`config.mk`:
```
export PLATFORM = sky130hd
export DESIGN_NAME = layer_sequencer_flat
export DESIGN_NICKNAME = d
export VERILOG_FILES = /design/src/rtl/layer_sequencer_if.sv /design/src/rtl/layer_sequencer.sv /design/src/flat_wrapper.sv
export SDC_FILE = /design/constraint.sdc
export NUM_CORES = 1
export LEC_CHECK = 0
export ABC_AREA = 1
export CORE_UTILIZATION = 44
export CTS_BUF_LIST = sky130_fd_sc_hd__clkbuf_8
export DETAILED_ROUTE_END_ITERATION = 10
export GPL_ROUTABILITY_DRIVEN = 0
export PLACE_DENSITY = 0.59
export REMOVE_ABC_BUFFERS = 1
export SYNTH_ARGS = -nofsm -noshare
export SYNTH_HDL_FRONTEND = slang
export SYNTH_SLANG_ARGS = --single-unit
```
`constraint.sdc`:
```
create_clock -name CLOCK_50MHZ -period 23.6 [get_ports CLOCK_50MHZ]
set_input_delay 2.36 -clock CLOCK_50MHZ [delete_from_list [all_inputs] [get_ports CLOCK_50MHZ]]
set_output_delay 2.36 -clock CLOCK_50MHZ [all_outputs]
set_load 0.01 [all_outputs]
```
`src/rtl/layer_sequencer_if.sv`:
```
// Sequencer-side bundle: descriptor writes, sequence control, engine config and handshake.
// The DUT binds to the slave modport; the controller/engine side uses master.
interface layer_sequencer_if #(
  parameter int MAX_LAYERS = 8
);
  localparam int LW = $clog2(MAX_LAYERS);

  logic          cfg_we;
  logic [LW-1:0] cfg_layer;
  logic          cfg_field;
  logic [31:0]   cfg_wdata;
  logic [3:0]    num_layers;
  logic [23:0]   buf_a_base;
  logic [23:0]   buf_b_base;
  logic          seq_start;
  logic          seq_abort;
  logic [7:0]    width;
  logic [7:0]    height;
  logic [10:0]   input_channel;
  logic          stride;
  logic [23:0]   Input_addr_initial;
  logic [23:0]   Weight_addr_initial;
  logic [23:0]   Output_addr_initial;
  logic          Dep_start;
  logic          Dep_finish;
  logic          seq_busy;
  logic          seq_done;
  logic          seq_aborted;
  logic          seq_error;
  logic [LW-1:0] cur_layer;

  modport master (
    output cfg_we, cfg_layer, cfg_field, cfg_wdata, num_layers, buf_a_base, buf_b_base,
           seq_start, seq_abort, Dep_finish,
    input  width, height, input_channel, stride, Input_addr_initial, Weight_addr_initial,
           Output_addr_initial, Dep_start, seq_busy, seq_done, seq_aborted, seq_error, cur_layer
  );

  modport slave (
    input  cfg_we, cfg_layer, cfg_field, cfg_wdata, num_layers, buf_a_base, buf_b_base,
           seq_start, seq_abort, Dep_finish,
    output width, height, input_channel, stride, Input_addr_initial, Weight_addr_initial,
           Output_addr_initial, Dep_start, seq_busy, seq_done, seq_aborted, seq_error, cur_layer
  );
endinterface

```
`src/rtl/layer_sequencer.sv`:
```
// Walks a descriptor table layer by layer, driving the depthwise engine handshake with ping-pong buffers.
// Optional RUN watchdog enabled by defining LAYER_SEQUENCER_WATCHDOG_EN.
module layer_sequencer #(
  parameter int          MAX_LAYERS = 8,
  parameter logic [23:0] WDT_LIMIT  = 24'hFFFFFF
) (
  input logic              CLOCK_50MHZ,
  input logic              RESET,
  layer_sequencer_if.slave bus
);
  // state   | meaning
  // IDLE    | waiting for seq_start, descriptor writes allowed
  // LOAD    | config outputs hold the current slot, engine not yet started
  // RUN     | Dep_start high, waiting for Dep_finish
  // RELEASE | Dep_start low, waiting for Dep_finish to drop
  // NEXT    | decide between next layer and termination
  localparam int LW = $clog2(MAX_LAYERS);
  localparam int NW = (LW + 1 > 4) ? LW + 1 : 4;

  typedef enum logic [2:0] {S_IDLE, S_LOAD, S_RUN, S_RELEASE, S_NEXT} state_t;
  state_t r_state, w_state_nxt;

  logic [27:0]   r_desc0 [MAX_LAYERS];
  logic [23:0]   r_desc1 [MAX_LAYERS];
  logic [LW-1:0] r_cur_layer, w_load_idx;
  logic [NW-1:0] r_num, w_num;
  logic [27:0]   w_d0;
  logic [23:0]   w_d1;
  logic          r_abort_req, w_abort, w_last, w_we, w_start, w_wdt_trip;
  logic          r_dep_start, r_busy, r_done, r_aborted;
  logic [7:0]    r_width, r_height;
  logic [10:0]   r_ich;
  logic          r_stride;
  logic [23:0]   r_in_addr, r_w_addr, r_out_addr;
  logic          w_unused_wdata;

  assign w_num   = (NW'(bus.num_layers) > NW'(MAX_LAYERS)) ? NW'(MAX_LAYERS) : NW'(bus.num_layers);
  assign w_last  = (NW'(r_cur_layer) + NW'(1)) >= r_num;
  assign w_start = (r_state == S_IDLE) && bus.seq_start;
  assign w_abort = r_abort_req || bus.seq_abort;
  assign w_we    = bus.cfg_we && !r_busy;
  assign w_unused_wdata = ^bus.cfg_wdata[31:28];

  // A write landing on the same edge as the start must reach the first LOAD, hence the bypass.
  assign w_load_idx = (r_state == S_IDLE) ? '0 : r_cur_layer + LW'(1);
  assign w_d0 = (w_we && !bus.cfg_field && bus.cfg_layer == w_load_idx) ?
                bus.cfg_wdata[27:0] : r_desc0[w_load_idx];
  assign w_d1 = (w_we && bus.cfg_field && bus.cfg_layer == w_load_idx) ?
                bus.cfg_wdata[23:0] : r_desc1[w_load_idx];

  always_ff @(posedge CLOCK_50MHZ or posedge RESET) begin
    if (RESET) r_state <= S_IDLE;
    else       r_state <= w_state_nxt;
  end

  always_comb begin
    w_state_nxt = r_state;
    unique case (r_state)
      S_IDLE:    if (bus.seq_start && w_num != '0) w_state_nxt = S_LOAD;
      S_LOAD:    w_state_nxt = S_RUN;
      S_RUN: begin
        if (w_wdt_trip)          w_state_nxt = S_IDLE;
        else if (bus.Dep_finish) w_state_nxt = S_RELEASE;
      end
      S_RELEASE: if (!bus.Dep_finish) w_state_nxt = S_NEXT;
      S_NEXT:    w_state_nxt = (w_last || w_abort) ? S_IDLE : S_LOAD;
      default:   w_state_nxt = S_IDLE;
    endcase
  end

  always_ff @(posedge CLOCK_50MHZ or posedge RESET) begin
    if (RESET) begin
      for (int i = 0; i < MAX_LAYERS; i++) begin
        r_desc0[i] <= '0;
        r_desc1[i] <= '0;
      end
    end else if (w_we) begin
      if (!bus.cfg_field) r_desc0[bus.cfg_layer] <= bus.cfg_wdata[27:0];
      else                r_desc1[bus.cfg_layer] <= bus.cfg_wdata[23:0];
    end
  end

  always_ff @(posedge CLOCK_50MHZ or posedge RESET) begin
    if (RESET) begin
      r_width     <= '0;
      r_height    <= '0;
      r_ich       <= '0;
      r_stride    <= 1'b0;
      r_in_addr   <= '0;
      r_w_addr    <= '0;
      r_out_addr  <= '0;
      r_cur_layer <= '0;
      r_num       <= '0;
      r_dep_start <= 1'b0;
      r_busy      <= 1'b0;
      r_done      <= 1'b0;
      r_abort_req <= 1'b0;
      r_aborted   <= 1'b0;
    end else begin
      if (w_state_nxt == S_LOAD) begin
        r_width    <= w_d0[7:0];
        r_height   <= w_d0[15:8];
        r_ich      <= w_d0[26:16];
        r_stride   <= w_d0[27];
        r_w_addr   <= w_d1;
        r_in_addr  <= w_load_idx[0] ? bus.buf_b_base : bus.buf_a_base;
        r_out_addr <= w_load_idx[0] ? bus.buf_a_base : bus.buf_b_base;
      end
      if (w_start) begin
        r_cur_layer <= '0;
        r_num       <= w_num;
      end else if (r_state == S_NEXT && w_state_nxt == S_LOAD) begin
        r_cur_layer <= w_load_idx;
      end
      r_dep_start <= (w_state_nxt == S_RUN);
      r_busy      <= (w_state_nxt != S_IDLE);
      r_done      <= (r_state != S_IDLE && w_state_nxt == S_IDLE) || (w_start && w_num == '0);
      if (w_start)                                    r_abort_req <= 1'b0;
      else if (r_state != S_IDLE && bus.seq_abort)    r_abort_req <= 1'b1;
      if (w_start)                                    r_aborted   <= 1'b0;
      else if (r_state == S_NEXT && w_state_nxt == S_IDLE && w_abort) r_aborted <= 1'b1;
    end
  end

`ifdef LAYER_SEQUENCER_WATCHDOG_EN
  logic [23:0] r_wdt;
  logic        r_error;

  // RUN lasting WDT_LIMIT cycles without Dep_finish terminates the sequence.
  assign w_wdt_trip = (r_state == S_RUN) && (r_wdt == WDT_LIMIT - 24'd1);

  always_ff @(posedge CLOCK_50MHZ or posedge RESET) begin
    if (RESET) begin
      r_wdt   <= '0;
      r_error <= 1'b0;
    end else begin
      if (r_state == S_LOAD)     r_wdt <= '0;
      else if (r_state == S_RUN) r_wdt <= r_wdt + 24'd1;
      if (w_start)         r_error <= 1'b0;
      else if (w_wdt_trip) r_error <= 1'b1;
    end
  end

  assign bus.seq_error = r_error;
`else
  logic w_unused_wdt;
  assign w_unused_wdt  = ^WDT_LIMIT;
  assign w_wdt_trip    = 1'b0;
  assign bus.seq_error = 1'b0;
`endif

  assign bus.width               = r_width;
  assign bus.height              = r_height;
  assign bus.input_channel       = r_ich;
  assign bus.stride              = r_stride;
  assign bus.Input_addr_initial  = r_in_addr;
  assign bus.Weight_addr_initial = r_w_addr;
  assign bus.Output_addr_initial = r_out_addr;
  assign bus.Dep_start           = r_dep_start;
  assign bus.seq_busy            = r_busy;
  assign bus.seq_done            = r_done;
  assign bus.seq_aborted         = r_aborted;
  assign bus.cur_layer           = r_cur_layer;
endmodule

```
`src/flat_wrapper.sv`:
```
// flat-port wrapper written by rule: the top's interface ports become plain ports
module layer_sequencer_flat 
#(
  parameter int          MAX_LAYERS = 8,
  parameter logic [23:0] WDT_LIMIT  = 24'hFFFFFF
)
  (CLOCK_50MHZ, RESET, bus_cfg_we, bus_cfg_layer, bus_cfg_field, bus_cfg_wdata, bus_num_layers, bus_buf_a_base, bus_buf_b_base, bus_seq_start, bus_seq_abort, bus_Dep_finish, bus_width, bus_height, bus_input_channel, bus_stride, bus_Input_addr_initial, bus_Weight_addr_initial, bus_Output_addr_initial, bus_Dep_start, bus_seq_busy, bus_seq_done, bus_seq_aborted, bus_seq_error, bus_cur_layer);
  layer_sequencer_if #(.MAX_LAYERS(MAX_LAYERS)) bus_i ();
  input logic CLOCK_50MHZ;
  input logic RESET;
  input wire logic [$bits(bus_i.cfg_we)-1:0] bus_cfg_we;
  input wire logic [$bits(bus_i.cfg_layer)-1:0] bus_cfg_layer;
  input wire logic [$bits(bus_i.cfg_field)-1:0] bus_cfg_field;
  input wire logic [$bits(bus_i.cfg_wdata)-1:0] bus_cfg_wdata;
  input wire logic [$bits(bus_i.num_layers)-1:0] bus_num_layers;
  input wire logic [$bits(bus_i.buf_a_base)-1:0] bus_buf_a_base;
  input wire logic [$bits(bus_i.buf_b_base)-1:0] bus_buf_b_base;
  input wire logic [$bits(bus_i.seq_start)-1:0] bus_seq_start;
  input wire logic [$bits(bus_i.seq_abort)-1:0] bus_seq_abort;
  input wire logic [$bits(bus_i.Dep_finish)-1:0] bus_Dep_finish;
  output wire logic [$bits(bus_i.width)-1:0] bus_width;
  output wire logic [$bits(bus_i.height)-1:0] bus_height;
  output wire logic [$bits(bus_i.input_channel)-1:0] bus_input_channel;
  output wire logic [$bits(bus_i.stride)-1:0] bus_stride;
  output wire logic [$bits(bus_i.Input_addr_initial)-1:0] bus_Input_addr_initial;
  output wire logic [$bits(bus_i.Weight_addr_initial)-1:0] bus_Weight_addr_initial;
  output wire logic [$bits(bus_i.Output_addr_initial)-1:0] bus_Output_addr_initial;
  output wire logic [$bits(bus_i.Dep_start)-1:0] bus_Dep_start;
  output wire logic [$bits(bus_i.seq_busy)-1:0] bus_seq_busy;
  output wire logic [$bits(bus_i.seq_done)-1:0] bus_seq_done;
  output wire logic [$bits(bus_i.seq_aborted)-1:0] bus_seq_aborted;
  output wire logic [$bits(bus_i.seq_error)-1:0] bus_seq_error;
  output wire logic [$bits(bus_i.cur_layer)-1:0] bus_cur_layer;
  assign bus_i.cfg_we = bus_cfg_we;
  assign bus_i.cfg_layer = bus_cfg_layer;
  assign bus_i.cfg_field = bus_cfg_field;
  assign bus_i.cfg_wdata = bus_cfg_wdata;
  assign bus_i.num_layers = bus_num_layers;
  assign bus_i.buf_a_base = bus_buf_a_base;
  assign bus_i.buf_b_base = bus_buf_b_base;
  assign bus_i.seq_start = bus_seq_start;
  assign bus_i.seq_abort = bus_seq_abort;
  assign bus_i.Dep_finish = bus_Dep_finish;
  assign bus_width = bus_i.width;
  assign bus_height = bus_i.height;
  assign bus_input_channel = bus_i.input_channel;
  assign bus_stride = bus_i.stride;
  assign bus_Input_addr_initial = bus_i.Input_addr_initial;
  assign bus_Weight_addr_initial = bus_i.Weight_addr_initial;
  assign bus_Output_addr_initial = bus_i.Output_addr_initial;
  assign bus_Dep_start = bus_i.Dep_start;
  assign bus_seq_busy = bus_i.seq_busy;
  assign bus_seq_done = bus_i.seq_done;
  assign bus_seq_aborted = bus_i.seq_aborted;
  assign bus_seq_error = bus_i.seq_error;
  assign bus_cur_layer = bus_i.cur_layer;
  layer_sequencer #(.MAX_LAYERS(MAX_LAYERS), .WDT_LIMIT(WDT_LIMIT)) u_core (.CLOCK_50MHZ(CLOCK_50MHZ), .RESET(RESET), .bus(bus_i));
endmodule
```
==> run summary <==
From left edge to right edge, the die measures 244 um. The first global-routing pass estimated 120000 um of wire. The via count of the first global-routing pass was 21.7k.

The slew of the pin with the lowest slew margin came out at 1160 ps. Synthesis produced 3339 cells. The initial utilization of the core area, before any placement, comes to 44.7%. For the initial antenna violation count, the log shows 2.

Setup repair after global routing left no endpoint under its margin. The worst setup path is captured at an async pin. The average detailed-routed wire length per instance was 17.8 um; the data required time at the worst endpoint was 24290 ps.

In this run the static leakage power is 0.0147 uW. The tools report the number of cells upsized or downsized after cts as 0. The nature of the critical path startpoint was a primary input.

The total area inside the core boundary comes to 57800 um^2. Dividing total power by cell area gives a power density of 142 nW/um^2. The total routing resource utilization after global routing is 25.5%, and the share of cells above drive strength 1 is 6.58%. Sequential elements use 51.5% of the synthesized area. The synthesized design contains 0 enable-type register cells. Each instance of the synthesized netlist takes up on average 7.73 um^2.

The CTS clock-pin slew for the worst setup and hold paths is 60 ps. In this run the power spent charging and discharging nets is 1790 uW. Traced cell by cell, the critical path runs through clkdlybuf4s50_1, inv_8, buf_4, buf_4, buf_4. Hold timing on the final database bottoms out at a slack of 469 ps.

The worst slack at placement is 17170 ps, and the fraction of the cycle the final worst path needs is 23.2%. TritonCTS built the clock tree. After synthesis, the share of flip-flops with an asynchronous set or reset is 100%.

The number of library cell types mapped by synthesis was 33. On the worst path, the slowest cell contributes a delay of 890 ps. For the area of the multi-input gates, the log shows 10000 um^2. Most frequent cell on the critical path: sky130_fd_sc_hd__buf_4. For this block, the initial DRC count from the detailed router was 1909. Among all flip-flop cells after synthesis, the most frequent one is sky130_fd_sc_hd__dfrtp_1. The maximum clock rate is 0.183 GHz. The logs give 0 for the count of pins over their slew limit and 5564 for the number of fill cells in the layout. The tree built by TritonCTS fans out to 531 sinks.

VDD sags by at most 0.107 mV. For this run, the share of the core covered by cells in the final layout is 51.4%. Setup slack on the critical path of the routed design comes to 18130 ps. The run finished with clean final reports. After synthesis the netlist holds a flip-flop and latch count of 531. Combinational logic is responsible for 45.2% of the overall power. For the number of buffers inserted by hold repair at cts, the log shows 0.

Sequential cells account for 34.8% of the total power. In this run, the clock network consumes 20.0% of the power. During placement, the flow inserted port buffers numbering 196. Summing internal, switching and leakage power gives 4200 uW.

Setup violations remaining at the end of the flow were counted as 0. The run gives 720 ps as the clock latency on the worst-skew pair. In the layout the commonest cells are 1084 x sky130_fd_sc_hd__nand2_1, 530 x sky130_fd_sc_hd__dfrtp_1, 424 x sky130_fd_sc_hd__o21ai_0, 401 x sky130_fd_sc_hd__nand3_1, 355 x sky130_fd_sc_hd__inv_1. For this run, the post-layout net count is 3514. The path type of the worst min-delay path is reg -> reg. Across the run, the number of max-cap violations was 0.

For the remaining global-route overflow, the log shows 0. Net switching is 42.6% of the power. The floorplan step defined a die boundary enclosing 59600 um^2. At the worst endpoint, the arrival time is 6160 ps. Counting the buffers created by CTS gives 94. The number of optimization iterations in the first detailed-route pass is 5. The floorplan has 88 rows. The area growth from synthesis to layout is 15.0%.

Once the clock tree was built, the setup fixing pass inserted 0 buffers. The worst pin sits at a relative slew slack of 22.6%. Cell internal power was estimated by the tool at 2410 uW. Entering global routing, the biggest net connects 162 pins. Summed over all layers, the routed wires come to 75400 um. The worst path needs 5470 ps of the cycle, external delays included. Final-report hold violation count: 0. During synthesis, Yosys emitted a total of 0 warnings.

The maximum fanout encountered on the critical timing path was 100. Commonest non-fill, non-tap cell in the layout: sky130_fd_sc_hd__nand2_1. In the routed design, unresolved DRC markers number 0. From bottom edge to top edge, the die measures 244 um. Post-synthesis instance area: 25800 um^2. The clock passes through at most 3 buffers. The logs give 41.4 ps for the clock skew and 202 for the boundary pin count.

The type of the worst setup path is in -> async. The number of nets with antenna violations after detailed routing came out at 0. Ratio of routed vias to standard cells: 5.29.

The H-tree was split into 3 levels. Across all layers, the routed design uses 22.5k vias. Highest-delay cell along the critical path: sky130_fd_sc_hd__buf_4. Register area: 13300 um^2.

In this run the clock root is driven by a sky130_fd_sc_hd__clkbuf_8. After routing, the total negative slack on setup checks comes to 0 ps. Detailed placer's ending HPWL: 40300 um.
logic make-up after synthesis:
| group | share of synthesized area [%] |
|---|---|
| AOI/OAI and AO/OA | 10.3 |
| adders and majority gates | 0.242 |
| buffers and inverters | 9.81 |
| DFF | 51.5 |
| other | 0.0145 |
| and+or+nand+nor | 28.2 |
cell usage after synthesis, types with 12 or more instances:
library cell	instances	area, um^2
sky130_fd_sc_hd__buf_2	85	425
sky130_fd_sc_hd__inv_1	321	1200
sky130_fd_sc_hd__nand3b_1	30	225
sky130_fd_sc_hd__clkbuf_1	125	469
sky130_fd_sc_hd__o21ai_1	54	270
sky130_fd_sc_hd__nor2_1	78	293
sky130_fd_sc_hd__buf_1	12	45.0
sky130_fd_sc_hd__nand2_1	1089	4090
sky130_fd_sc_hd__nand3_1	401	2010
sky130_fd_sc_hd__buf_6	19	214
sky130_fd_sc_hd__nand4_1	48	300
sky130_fd_sc_hd__dfrtp_1	531	13300
sky130_fd_sc_hd__or2_2	26	163
sky130_fd_sc_hd__o2111ai_1	16	140
sky130_fd_sc_hd__a21oi_1	19	95.1
sky130_fd_sc_hd__o21ai_0	424	2120
sky130_fd_sc_hd__buf_4	19	143
stage by stage:
| step | instances | cell area, um^2 |
|---|---|---|
| after floorplan | 3079 | 24500 |
| after detailed placement | 4084 | 27800 |
| after CTS | 4247 | 29700 |
| after global placement | 4084 | 27800 |
| final | 4248 | 29700 |
| after global routing | 4248 | 29700 |
critical path, delay by kind of cell:
family                 cells  cell delay, ps
buffers and inverters      5            3560
state kept, by name, indices dropped and copies added (netlist names):
name                            flops
u_core.bus.width                    8
u_core.bus.seq_busy                 1
u_core.bus.cur_layer                3
u_core.bus.Input_addr_initial      24
u_core.r_desc0                    224
u_core.bus.seq_done                 1
u_core.bus.Weight_addr_initial     24
u_core.r_state                      3
u_core.bus.Dep_start                1
u_core.bus.height                   8
u_core.bus.seq_aborted              1
u_core.bus.input_channel           11
u_core.r_abort_req                  1
u_core.bus.stride                   1
u_core.r_num                        4
u_core.bus.Output_addr_initial     24
u_core.r_desc1                    192
per-layer routing:
metal  up-vias  GRT usage [%]  wire length [um]
li1      10800              -                 -
met1     10800           33.1             32400
met2       731           42.8             36200
met3       176           4.02              4560
met4         2           10.0              2210
met5         -              0                13
final cells by class:
cell class / count / area share, %
tap: 765 / 3.22
clock inverter: 47 / 0.826
timing repair buffer: 240 / 7.76
antenna: 1 / 0.00843
inverter: 329 / 4.22
sequential: 531 / 44.8
clock buffer: 116 / 5.38
multi-input combinational: 2219 / 33.8
power by group through the flow:
stage	logic, uW	registers (uW)	clock network, uW
after detailed placement	1900	1470	0
after global routing	2150	1510	906
final	1900	1460	841
after global placement	1860	1460	0
after floorplan	1230	1480	0
after CTS	1910	1460	864
final timing paths:
path | start | slack [ps] | depth (start not counted) | endpoint
min in group asynchronous | RESET | 2180 | 2 | u_core.bus.Output_addr_initial[8]
setup reg to reg | u_core.bus.cur_layer[0] | 18870 | 13 | u_core.bus.width[0]
hold reg to reg | u_core.bus.Output_addr_initial[11] | 470 | 2 | u_core.bus.Output_addr_initial[11]
hold / removal | u_core.bus.Output_addr_initial[11] | 470 | 2 | u_core.bus.Output_addr_initial[11]
setup / recovery | RESET | 18130 | 5 | u_core.r_desc1[126]
max in group CLOCK_50MHZ | bus_cfg_field | 18580 | 9 | u_core.bus.width[0]
No activity file was read; power rests on OpenSTA's default activity.
